`config.mk`:
```
export PLATFORM = sky130hd
export DESIGN_NAME = perf_sampler
export DESIGN_NICKNAME = d
export VERILOG_FILES = /design/src/rtl/perf_pkg.sv /design/src/rtl/perf_sample_fifo.sv /design/src/rtl/perf_sampler.sv
export SDC_FILE = /design/constraint.sdc
export NUM_CORES = 1
export LEC_CHECK = 0
export ABC_AREA = 1
export CAP_MARGIN = 20
export CORE_MARGIN = 1.5
export CORE_UTILIZATION = 65
export DETAILED_ROUTE_END_ITERATION = 16
export PLACE_DENSITY = 0.82
export SLEW_MARGIN = 20
export SYNTH_ARGS = -nofsm -noshare
export SYNTH_HDL_FRONTEND = slang
export SYNTH_SLANG_ARGS = --single-unit
```
`constraint.sdc`:
```
create_clock -name clk -period 8.6 [get_ports clk]
set_clock_uncertainty 0.1 [all_clocks]
set_input_delay 1.72 -clock clk [delete_from_list [all_inputs] [get_ports clk]]
set_output_delay 1.72 -clock clk [all_outputs]
set_load 0.1 [all_outputs]
```
`src/rtl/perf_pkg.sv`:
```
// Shared types and constants for the performance-counter sampler.
package perf_pkg;

    typedef enum logic [1:0] {IDLE, WAIT, SWEEP, CLEAR} state_t;

    localparam int CTR_CYCLE   = 0;
    localparam int CTR_INSTR   = 1;
    localparam int CTR_CHIT    = 2;
    localparam int CTR_CMISS   = 3;
    localparam int CTR_BTAKEN  = 4;
    localparam int CTR_BNTAKEN = 5;
    localparam int CTR_BMISP   = 6;
    localparam int CTR_STALL   = 7;
    localparam int CTR_IRQ     = 8;

    localparam int DEF_NUM_CTRS = 9;
    localparam int DEF_SEL_W    = 4;
    localparam int DEF_DATA_W   = 32;

    typedef struct packed {
        logic [DEF_SEL_W-1:0]  index;
        logic                  last;
        logic [DEF_DATA_W-1:0] data;
    } entry_t;

endpackage

```
`src/rtl/perf_sample_fifo.sv`:
```
// Synchronous FIFO for sampled counter entries; DEPTH must be a power of two.
module perf_sample_fifo #(
    parameter int DEPTH = 16,
    parameter int WIDTH = 37,
    localparam int AW = $clog2(DEPTH),
    localparam int CW = AW + 1
) (
    input  logic             clk,
    input  logic             rst,
    input  logic             push,
    input  logic [WIDTH-1:0] push_data,
    input  logic             pop,
    output logic [WIDTH-1:0] head,
    output logic [CW-1:0]    count,
    output logic [CW-1:0]    free
);

    logic [WIDTH-1:0] mem [DEPTH];
    logic [AW-1:0]    wr_ptr;
    logic [AW-1:0]    rd_ptr;
    logic             do_push;
    logic             do_pop;

    assign do_pop  = pop && (count != '0);
    assign do_push = push && ((count != CW'(DEPTH)) || do_pop);

    always_ff @(posedge clk or posedge rst) begin
        if (rst) begin
            wr_ptr <= '0;
            rd_ptr <= '0;
            count  <= '0;
        end else begin
            if (do_push) wr_ptr <= wr_ptr + AW'(1);
            if (do_pop)  rd_ptr <= rd_ptr + AW'(1);
            count <= count + CW'(do_push) - CW'(do_pop);
        end
    end

    always_ff @(posedge clk) begin
        if (do_push) mem[wr_ptr] <= push_data;
    end

    // Storage is not reset, so an empty FIFO presents zeros rather than stale data.
    assign head = (count != '0) ? mem[rd_ptr] : '0;
    assign free = CW'(DEPTH) - count;

endmodule

```
`src/rtl/perf_sampler.sv`:
```
// Periodic freeze-and-sweep sampler for the performance-counter unit.
// Define PERF_SAMPLER_IRQ_EN to generate the sweep-complete irq pulse; otherwise irq is tied low.
module perf_sampler
    import perf_pkg::*;
#(
    parameter int NUM_CTRS   = DEF_NUM_CTRS,
    parameter int SEL_W      = 4,
    parameter int DATA_W     = 32,
    parameter int FIFO_DEPTH = 16,
    parameter int PERIOD_W   = 24
) (
    input  logic                clk,
    input  logic                rst,
    input  logic                start,
    input  logic                stop,
    input  logic [PERIOD_W-1:0] period,
    input  logic                auto_clear,
    output logic                ctr_enable,
    output logic [SEL_W-1:0]    ctr_select,
    output logic                ctr_reset,
    input  logic [DATA_W-1:0]   ctr_value,
    output logic                out_valid,
    input  logic                out_ready,
    output logic [DATA_W-1:0]   out_data,
    output logic [SEL_W-1:0]    out_index,
    output logic                out_last,
    output logic                busy,
    output logic                overflow,
    output logic                irq
);

    localparam int EW = SEL_W + 1 + DATA_W;
    localparam int CW = $clog2(FIFO_DEPTH) + 1;
    localparam logic [SEL_W-1:0] LAST_SEL = SEL_W'(NUM_CTRS - 1);

    state_t              state;
    logic [PERIOD_W-1:0] timer;
    logic [PERIOD_W-1:0] period_q;
    logic [PERIOD_W-1:0] load_val;
    logic                clear_q;
    logic                stop_pend;
    logic                push;
    logic                last_sel;
    logic                room;
    logic [EW-1:0]       push_data;
    logic [EW-1:0]       head;
    logic [CW-1:0]       fifo_count;
    logic [CW-1:0]       fifo_free;

    assign load_val  = (period == '0) ? PERIOD_W'(1) : period;
    assign push      = (state == SWEEP);
    assign last_sel  = (ctr_select == LAST_SEL);
    assign push_data = {ctr_select, last_sel, ctr_value};
    assign room      = (fifo_free >= CW'(NUM_CTRS));

    perf_sample_fifo #(
        .DEPTH (FIFO_DEPTH),
        .WIDTH (EW)
    ) u_fifo (
        .clk       (clk),
        .rst       (rst),
        .push      (push),
        .push_data (push_data),
        .pop       (out_valid && out_ready),
        .head      (head),
        .count     (fifo_count),
        .free      (fifo_free)
    );

    assign out_valid = (fifo_count != '0);
    assign {out_index, out_last, out_data} = head;

    // A stop seen mid-sweep is parked in stop_pend so the sweep and its clear always finish.
    always_ff @(posedge clk or posedge rst) begin
        if (rst) begin
            state      <= IDLE;
            timer      <= '0;
            period_q   <= '0;
            clear_q    <= 1'b0;
            stop_pend  <= 1'b0;
            ctr_enable <= 1'b0;
            ctr_select <= '0;
            ctr_reset  <= 1'b0;
            busy       <= 1'b0;
            overflow   <= 1'b0;
        end else begin
            ctr_reset <= 1'b0;
            case (state)
                IDLE: begin
                    if (start && !stop) begin
                        period_q   <= load_val;
                        timer      <= load_val;
                        clear_q    <= auto_clear;
                        overflow   <= 1'b0;
                        stop_pend  <= 1'b0;
                        ctr_enable <= 1'b1;
                        busy       <= 1'b1;
                        state      <= WAIT;
                    end
                end
                WAIT: begin
                    if (stop) begin
                        state      <= IDLE;
                        ctr_enable <= 1'b0;
                        busy       <= 1'b0;
                    end else if (timer == PERIOD_W'(1)) begin
                        if (room) begin
                            state      <= SWEEP;
                            ctr_enable <= 1'b0;
                            ctr_select <= '0;
                        end else begin
                            overflow <= 1'b1;
                            timer    <= period_q;
                        end
                    end else begin
                        timer <= timer - PERIOD_W'(1);
                    end
                end
                SWEEP: begin
                    if (stop) stop_pend <= 1'b1;
                    if (last_sel) begin
                        ctr_select <= '0;
                        if (clear_q) begin
                            state     <= CLEAR;
                            ctr_reset <= 1'b1;
                        end else if (stop || stop_pend) begin
                            state     <= IDLE;
                            busy      <= 1'b0;
                            stop_pend <= 1'b0;
                        end else begin
                            state      <= WAIT;
                            timer      <= period_q;
                            ctr_enable <= 1'b1;
                        end
                    end else begin
                        ctr_select <= ctr_select + SEL_W'(1);
                    end
                end
                CLEAR: begin
                    if (stop || stop_pend) begin
                        state     <= IDLE;
                        busy      <= 1'b0;
                        stop_pend <= 1'b0;
                    end else begin
                        state      <= WAIT;
                        timer      <= period_q;
                        ctr_enable <= 1'b1;
                    end
                end
                default: state <= IDLE;
            endcase
        end
    end

`ifdef PERF_SAMPLER_IRQ_EN
    always_ff @(posedge clk or posedge rst) begin
        if (rst) irq <= 1'b0;
        else     irq <= push && last_sel;
    end
`else
    assign irq = 1'b0;
`endif

endmodule

```
# Word level (Yosys, flattened, before mapping)
# Memory sizes are Yosys's and may differ from the RTL's.
# Index checks and enable logic that the tools add are counted.
dict set report word_totals {
  out_inout_bits 47
  in_bits 62
  mem_count 1
  mem_bits_rw 592
  register_bits 73
}
dict set report op_classes {
  n_eq_ne 18
  reduce_logical 21
  order_cmp 1
  addsub 7
  mux 52
}
# memory words word_bits read_ports rd_clocked_by_memory_dff wr line
set mem_list {}
lappend mem_list {u_fifo.mem 16 37 1 0 1 perf_sample_fifo.sv:18} ;# logic [WIDTH-1:0] mem [DEPTH];
# cell n
set op_table {}
lappend op_table {{2-to-1 mux 24 bit} 8}
lappend op_table {{one-hot mux 24 bit (4 select lines)} 1}
lappend op_table {{2-to-1 mux 37 bit} 1}
lappend op_table {{2-to-1 mux 1 bit} 26}
lappend op_table {{== test 24 x 1 -> 1 bit, second input constant} 1}
lappend op_table {{logical NOT 24 bit} 1}
lappend op_table {{subtractor 24 x 1 -> 24 bit, second input constant} 1}
lappend op_table {{inequality test 2 bit, second input constant} 9}
lappend op_table {{2-to-1 mux 4 bit} 4}
lappend op_table {{AND reduction 5 bit} 3}
lappend op_table {{adder 4 x 1 -> 4 bit, second input constant} 3}
lappend op_table {{2-to-1 mux 2 bit} 6}
lappend op_table {{AND reduction 4 bit} 3}
lappend op_table {{inequality test 3 bit, second input constant} 3}
lappend op_table {{one-hot mux 1 bit (4 select lines)} 2}
lappend op_table {{one-hot mux 2 bit (4 select lines)} 1}
lappend op_table {{one-hot mux 4 bit (2 select lines)} 1}
lappend op_table {{adder 5 x 1 -> 5 bit} 1}
lappend op_table {{greater-or-equal comparator 5 x 4 -> 1 bit, second input constant} 1}
lappend op_table {{inequality test 5 bit, second input constant} 1}
lappend op_table {{nonzero test 5 bit} 1}
lappend op_table {{subtractor 5 x 1 -> 5 bit} 1}
lappend op_table {{subtractor 5 bit, first input constant} 1}
lappend op_table {{== test 2 bit, second input constant} 2}
lappend op_table {{other kinds (12)} 17}

# Longest topological paths before layout
# Gate-level depths: netlist of the first run.
dict set report logic_depth {
  depth_word 7
  depth_mapped 15
  mapped_depth_nobuf 15
}

# Cells and area by module
# Synthesis of the first run repeated with hierarchy kept, for this count alone.
dict set report hier_totals {
  cells_unflattened 3021
  hier_area_um2 29822.4
}
# module seq_area_each_um2 n_inst cells_per_inst area_each_um2
set by_module_without_submodules {}
lappend by_module_without_submodules {perf_sample_fifo 18102.4 1 2417 25814.8}
lappend by_module_without_submodules {perf_sampler 1501.4 1 604 4007.6}

# Least setup slack after synthesis of the first run
# Ideal clock, no wire load.
dict set report synth_path {
  path_kind {in2reg}
  startpoint {input port out_ready}
  endpoint {memory u_fifo.mem[11][0] (enable)}
  slack_ns 3.468
  arrival_ns 4.554
  required_ns 8.023
  n_path_buf 0
  cell_stages 4
  setup_ns 0.477
  path_cell_list {inv_1 > o21ai_0 > nand2_1 > nor3_1}
}
dict set report synth_via {
  elab_chain_len 6
}
# item line
set synth_lines {}
lappend synth_lines {{from (decl)} perf_sampler.sv:23} ;# input logic out_ready,
lappend synth_lines {{logical AND 1 bit} perf_sampler.sv:64} ;# .pop (out_valid && out_ready),
lappend synth_lines {{logical AND 1 bit} perf_sample_fifo.sv:24} ;# assign do_pop = pop && (count != '0);
lappend synth_lines {{logical OR 1 bit} perf_sample_fifo.sv:25} ;# assign do_push = push && ((count != CW'(DEPTH)) || do_pop);
lappend synth_lines {{logical AND 1 bit} perf_sample_fifo.sv:25}
lappend synth_lines {{2-to-1 mux 1 bit} perf_sample_fifo.sv:40} ;# if (do_push) mem[wr_ptr] <= push_data;
lappend synth_lines {{2-to-1 mux 1 bit (implied by the code)} perf_sample_fifo.sv:40}
lappend synth_lines {{to (decl)} perf_sample_fifo.sv:18}
# Every way passes these cells.

# Worst setup path in the final report of the first run
dict set report layout_path {
  startpoint {register u_fifo.rd_ptr[0]}
  endpoint {output port out_index[2]}
}
dict set report layout_via {
  elab_chain_len 2
}
# item line
set layout_lines {}
lappend layout_lines {{from (decl)} perf_sample_fifo.sv:20} ;# logic [AW-1:0] rd_ptr;
lappend layout_lines {{from (signal assigned)} perf_sample_fifo.sv:34} ;# if (do_pop) rd_ptr <= rd_ptr + AW'(1);
lappend layout_lines {{memory (16 x 37 bit)} n/a}
lappend layout_lines {{2-to-1 mux 37 bit} perf_sample_fifo.sv:44} ;# assign head = (count != '0) ? mem[rd_ptr] : '0;
lappend layout_lines {{to (decl)} perf_sampler.sv:25} ;# output logic [SEL_W-1:0] out_index,
# Every way passes these cells.

==> results.yml, run 1 <==
placement:
  dp.cells: 2870
  place.gp.congestion: 0.916
  io_buffers: 107
  hpwlAfterDp_um: 34100
clocking:
  clock-root-buffer: "clkbuf_16"
  clk_latency_ps: 630
  cts_resized: 0
  cts_max_path_buffers: 3
  cts_setup_buffers: 0
  cts_tree: "yes"
  clock-sinks: 665
  numCtsBuffers: 61
  htreeDepth: 2
  path_clk_slew_ps: 60
  postCtsHoldBufs: 0
power_and_ir_drop:
  power_uw: 11900
  peakVddDrop_uv: 491
  p_leak_uw: 0.0107
  power.density_nw_per_um2: 382
timing:
  slew_headroom: 0.231
  whs_ps: 385
  rsz0062_at_grt: "false"
  setup_viol: 0
  tightest_slew_ps: 1150
  slew_violations: 0
  timing.final.hold_violations: 0
  clock.fmax_ghz: 0.161
  setup_tns_ps: 0
  finalCritPeriodShare: 0.722
  period_minus_slack_ps: 6210
yosys:
  ys_seq_area_frac: 0.706
  yosys.area_share.simple: 0.118
  ys.flop_type: "edfxtp_1"
  syn_area_um2: 27700
  avgSynthCellArea_um2: 11.9
  yosys_warnings: 0
  synthCells: 2341
  synth_edf_count: 592
  synth_top_family_by_area: "compound AO/OA/AOI/OAI gates"
  synth_adder_area_share: 0.00974
  synth_top_area_cell: "edfxtp_1"
  synth_area_leaders: "edfxtp_1 (64%), dfrtp_1 (6.6%), o21ai_0 (5.9%), nor2_1 (5.9%), nand2_1 (3.4%)"
  synthXorXnorAreaFrac: 0.00442
  synthMuxAreaShare: 0
  async_flop_share: 0.110
  synth_compound_area_frac: 0.127
  yosysTopAreaCellShare: 0.641
  ys_ff_latch: 665
  ys_types: 39
  synth_nets: 2424
drt:
  vias_per_cell: 6.44
  drc: 0
  vias: 19200
  post_drt_wl_per_cell_um: 22.7
  wirelength_um: 67700
  detail_route.iter0.violations: 2689
  drt-pass1-iter-count: 6
  antenna_left: 0
min_path:
  hold_path.class: "register to register"
  hold_depth: 2
global_routing:
  grt_first_pass_wirelength_um: 103000
  grt_antenna_before_repair: 2
  grt_usage: 0.308
  grt_start_max_net_pins: 300
  first_global_vias: 18700
  grt_overflow: 0
setup_path:
  start_kind: "register"
  slowest_stage: "clkdlybuf4s50_1"
  slowest_delay_ps: 1210
  cp_cell_sequence: "buf_12, buf_16, nor2_1, nor2_1, o21ai_0, o211ai_1, o211ai_1, a21oi_1, clkdlybuf4s50_1"
  worst_r2r_path_depth: 12
  crit_type: "register to primary output"
  crit_required_ps: 6780
  cp_data_arrival_time_ps: 4390
  crit_path_max_fanout: 164
  end_kind: "primary output"
floorplanning:
  placementRows: 75
  die_h_um: 210
  io-pin-count: 109
  die_w_um: 210
  fp.dieArea_um2: 43900
  core_um2: 42000
  initial_utilization: 0.660
final_layout:
  fin_nets: 2479
  drive_gt1_frac: 0.0663
  stdcell_count: 2984
  mostFrequentLayoutCell: "edfxtp_1"
  area_growth_pct: 12.4
  final_cell_mix: "edfxtp_1 (592), nor2_1 (419), o21ai_0 (328)"
flow_run:
  drv_cap: 0
run_status:
  outcome: "completed"
[routing by layer]
layer / track usage / vias up / share of wire
met5: 0 / - / 0.00019
met4: 0.128 / 2 / 0.036
met3: 0.0503 / 196 / 0.10
met2: 0.502 / 1191 / 0.48
met1: 0.420 / 9264 / 0.38
li1: - / 8573 / -
[synth_stat cells, types with 2 or more instances]
cell,instances
xnor2_1,2
clkbuf_1,106
o22ai_1,44
nand2_2,3
nor2_1,433
or2_1,2
ha_1,20
inv_2,2
nand3b_1,4
buf_4,2
nor2_2,5
xor2_1,12
nand4_1,17
o21bai_1,3
buf_2,28
a22oi_1,16
nor2_4,3
nor3_1,4
a21oi_1,42
o21ai_0,328
edfxtp_1,592
buf_1,8
o221ai_1,62
o21ai_1,6
dfrtp_1,73
o211ai_1,87
buf_6,2
inv_1,89
nand2_1,250
nand3_1,87
[final timing paths]
| check | from | to | slack [ps] |
|---|---|---|---|
| setup reg to reg | u_fifo.count[1] | u_fifo.mem[9][19] | 4660 |
| min in group asynchronous | rst | period_q[6] | 1620 |
| hold / removal | ctr_enable | ctr_enable | 390 |
| setup / recovery | u_fifo.rd_ptr[0] | out_index[2] | 2390 |
| max in group asynchronous | rst | u_fifo.rd_ptr[1] | 6070 |
| hold reg to reg | ctr_enable | ctr_enable | 390 |
[stage by stage]
stage | setup WS [ps] | utilization | instance area, µm²
6_report | 2390 | 0.742 | 31200
5_1_grt | 2150 | 0.742 | 31200
4_1_cts | 2370 | 0.740 | 31100
3_5_place_dp | 3070 | 0.696 | 29300
3_3_place_gp | 3130 | 0.696 | 29300
2_1_floorplan | 3470 | - | 27700
[where the power goes]
part / switching, µW / total [µW] / leakage [µW] / internal [µW]
sequential: 285 / 4120 / 0.00623 / 3830
clock: 1150 / 2550 / 0.000914 / 1410
combinational: 3910 / 5240 / 0.00358 / 1330
[worst max-delay path, delay by kind of cell (launching register included)]
| kind | cells | cell delay, ps |
|---|---|---|
| AO/OA/AOI/OAI | 4 | 810 |
| buffers and inverters | 3 | 2210 |
| flip-flops | 1 | 460 |
| AND/OR/NAND/NOR | 2 | 210 |
[kinds of logic after synthesis]
| family | Yosys count |
|---|---|
| AO/OA/AOI/OAI | 590 |
| flip-flops | 665 |
| XOR/XNOR | 14 |
| other | 1 |
| buffers and inverters | 239 |
| adder cells (fa/ha/maj) | 21 |
| AND/OR/NAND/NOR | 811 |
[registers in the layout, summed over array words and instances, names as in the netlist, 2 cells and up]
| register | cells |
|---|---|
| u_fifo.count | 5 |
| u_fifo.wr_ptr | 4 |
| period_q | 24 |
| u_fifo.mem | 592 |
| timer | 24 |
| state | 2 |
| u_fifo.rd_ptr | 4 |
| ctr_select | 4 |
[cell type report]
type	count	area, µm²
timing repair buffer	138	1360
clock inverter	30	214
clock buffer	81	1650
antenna	1	2.50
multi-input combinational	1437	7310
sequential	665	19600
tap	539	674
inverter	93	362
fill	2581	10900
Power figures use the tool's default switching activity.
==> run 2: changes to the inputs <==
- CORE_UTILIZATION: 65 -> 61
- PLACE_DENSITY: 0.82 -> 0.78
- clock period: 8.6 -> 6.1 ns (I/O delays scaled with it)
==> results.yml, run 2 (synthesis gave the netlist of run 1 again) <==
run_status:
  outcome: "completed"
clocking:
  cts_resized: 0
  clock-sinks: 665
  clock-root-buffer: "clkbuf_16"
  cts_setup_buffers: 0
  postCtsHoldBufs: 0
  clk_latency_ps: 580
  path_clk_slew_ps: 60
  cts_tree: "yes"
  htreeDepth: 3
  numCtsBuffers: 67
  cts_max_path_buffers: 3
timing:
  slew_headroom: 0.235
  setup_viol: 0
  finalWorstSetupSlack_ps: 1140
  period_minus_slack_ps: 4960
  setup_tns_ps: 0
  slew_violations: 0
  finalCritPeriodShare: 0.813
  clock.fmax_ghz: 0.202
  tightest_slew_ps: 1150
  timing.final.hold_violations: 0
  whs_ps: 384
  rsz0062_at_grt: "false"
final_layout:
  final_cell_mix: "edfxtp_1 (592), nor2_1 (419), o21ai_0 (328)"
  fin_nets: 2484
  register_area_um2: 19600
  top_register: "u_fifo.mem"
  area_growth_pct: 12.9
  fillCellCount: 3002
  multiInputGateArea_um2: 7300
  top_regs: "u_fifo.mem: 592 flops, period_q: 24 flops, timer: 24 flops"
  antennaDiodeCount: 0
  fin_util: 0.704
  mostFrequentLayoutCell: "edfxtp_1"
  drive_gt1_frac: 0.0801
  stdcell_count: 3039
  largest_register_ffs: 592
global_routing:
  grt_usage: 0.286
  grt_start_max_net_pins: 271
  grt_first_pass_wirelength_um: 103000
  grt_overflow: 0
  grt_antenna_before_repair: 0
  first_global_vias: 18600
floorplanning:
  die_h_um: 216
  initial_utilization: 0.623
  placementRows: 77
  die_w_um: 216
  fp.dieArea_um2: 46800
  core_um2: 44500
  io-pin-count: 109
setup_path:
  crit_required_ps: 4780
  end_kind: "primary output"
  cp_data_arrival_time_ps: 3640
  crit_path_max_fanout: 270
  start_kind: "register"
  crit_type: "register to primary output"
  r2r_slack_ps: 2360
power_and_ir_drop:
  switching_power_uw: 7530
  clock_power_share: 0.231
  peakVddDrop_uv: 558
  swShare: 0.443
  power.density_nw_per_um2: 542
  seq_power_share: 0.342
  p_int_uw: 9440
  combPwrFrac: 0.426
  p_leak_uw: 0.0108
placement:
  hpwlAfterDp_um: 35800
  dp.cells: 2924
  dpl_worst_slack_ps: 1790
  io_buffers: 107
  place.gp.congestion: 0.867
drt:
  vias_per_cell: 6.29
  antenna_left: 0
  detail_route.iter0.violations: 2213
  drc: 0
  wirelength_um: 67000
  vias: 19100
  post_drt_wl_per_cell_um: 22.1
  drt-pass1-iter-count: 8
flow_run:
  drv_cap: 0
min_path:
  hold_path.class: "register to register"
==> run 2: power groups by stage <==
stage | Combinational (µW) | Clock (µW) | Sequential [µW]
after floorplan | 5450 | 0 | 5810
after global placement | 7000 | 0 | 5870
after detailed placement | 7150 | 0 | 5890
after CTS | 7210 | 3960 | 5790
after global routing | 7750 | 4150 | 5850
final | 7230 | 3930 | 5810
==> run 2: metal layers <==
| layer | track usage | share of wire | vias up |
|---|---|---|---|
| met4 | 0.0993 | 0.027 | 0 |
| met5 | 0 | 0 | - |
| li1 | - | - | 8599 |
| met3 | 0.0508 | 0.092 | 141 |
| met2 | 0.469 | 0.49 | 1042 |
| met1 | 0.391 | 0.40 | 9344 |
==> run 2: final timing paths <==
check | from | end | cells after the start
min | clear_q | clear_q | 2
min reg2reg | clear_q | clear_q | 2
max reg2reg | u_fifo.count[1] | u_fifo.count[4] | 15
max | u_fifo.rd_ptr[0] | out_data[9] | 6
max in group asynchronous | rst | period_q[18] | 3
min in group asynchronous | rst | u_fifo.rd_ptr[1] | 2
==> run 2: cell type report <==
| class | count | share of cell area |
|---|---|---|
| Clock inverter | 19 | 0.00559 |
| Sequential cell | 665 | 0.626 |
| Inverter | 93 | 0.0117 |
| Tap cell | 592 | 0.0236 |
| Timing Repair Buffer | 137 | 0.0393 |
| Clock buffer | 96 | 0.0603 |
| Multi-Input combinational cell | 1437 | 0.233 |
==> run 2: critical path, cell delays in order (launching register included) <==
cell	delay (ps)
dfrtp_4	690
buf_12	820
o21ai_0	220
o221ai_1	280
nand3_1	150
a21oi_1	460
buf_4	380
==> run 2: per-stage QoR <==
step | area [µm²] | power, µW
floorplan | 27700 | 11300
global placement | 29300 | 12900
detailed placement | 29300 | 13000
CTS | 31300 | 17000
global route | 31300 | 17800
finish | 31300 | 17000
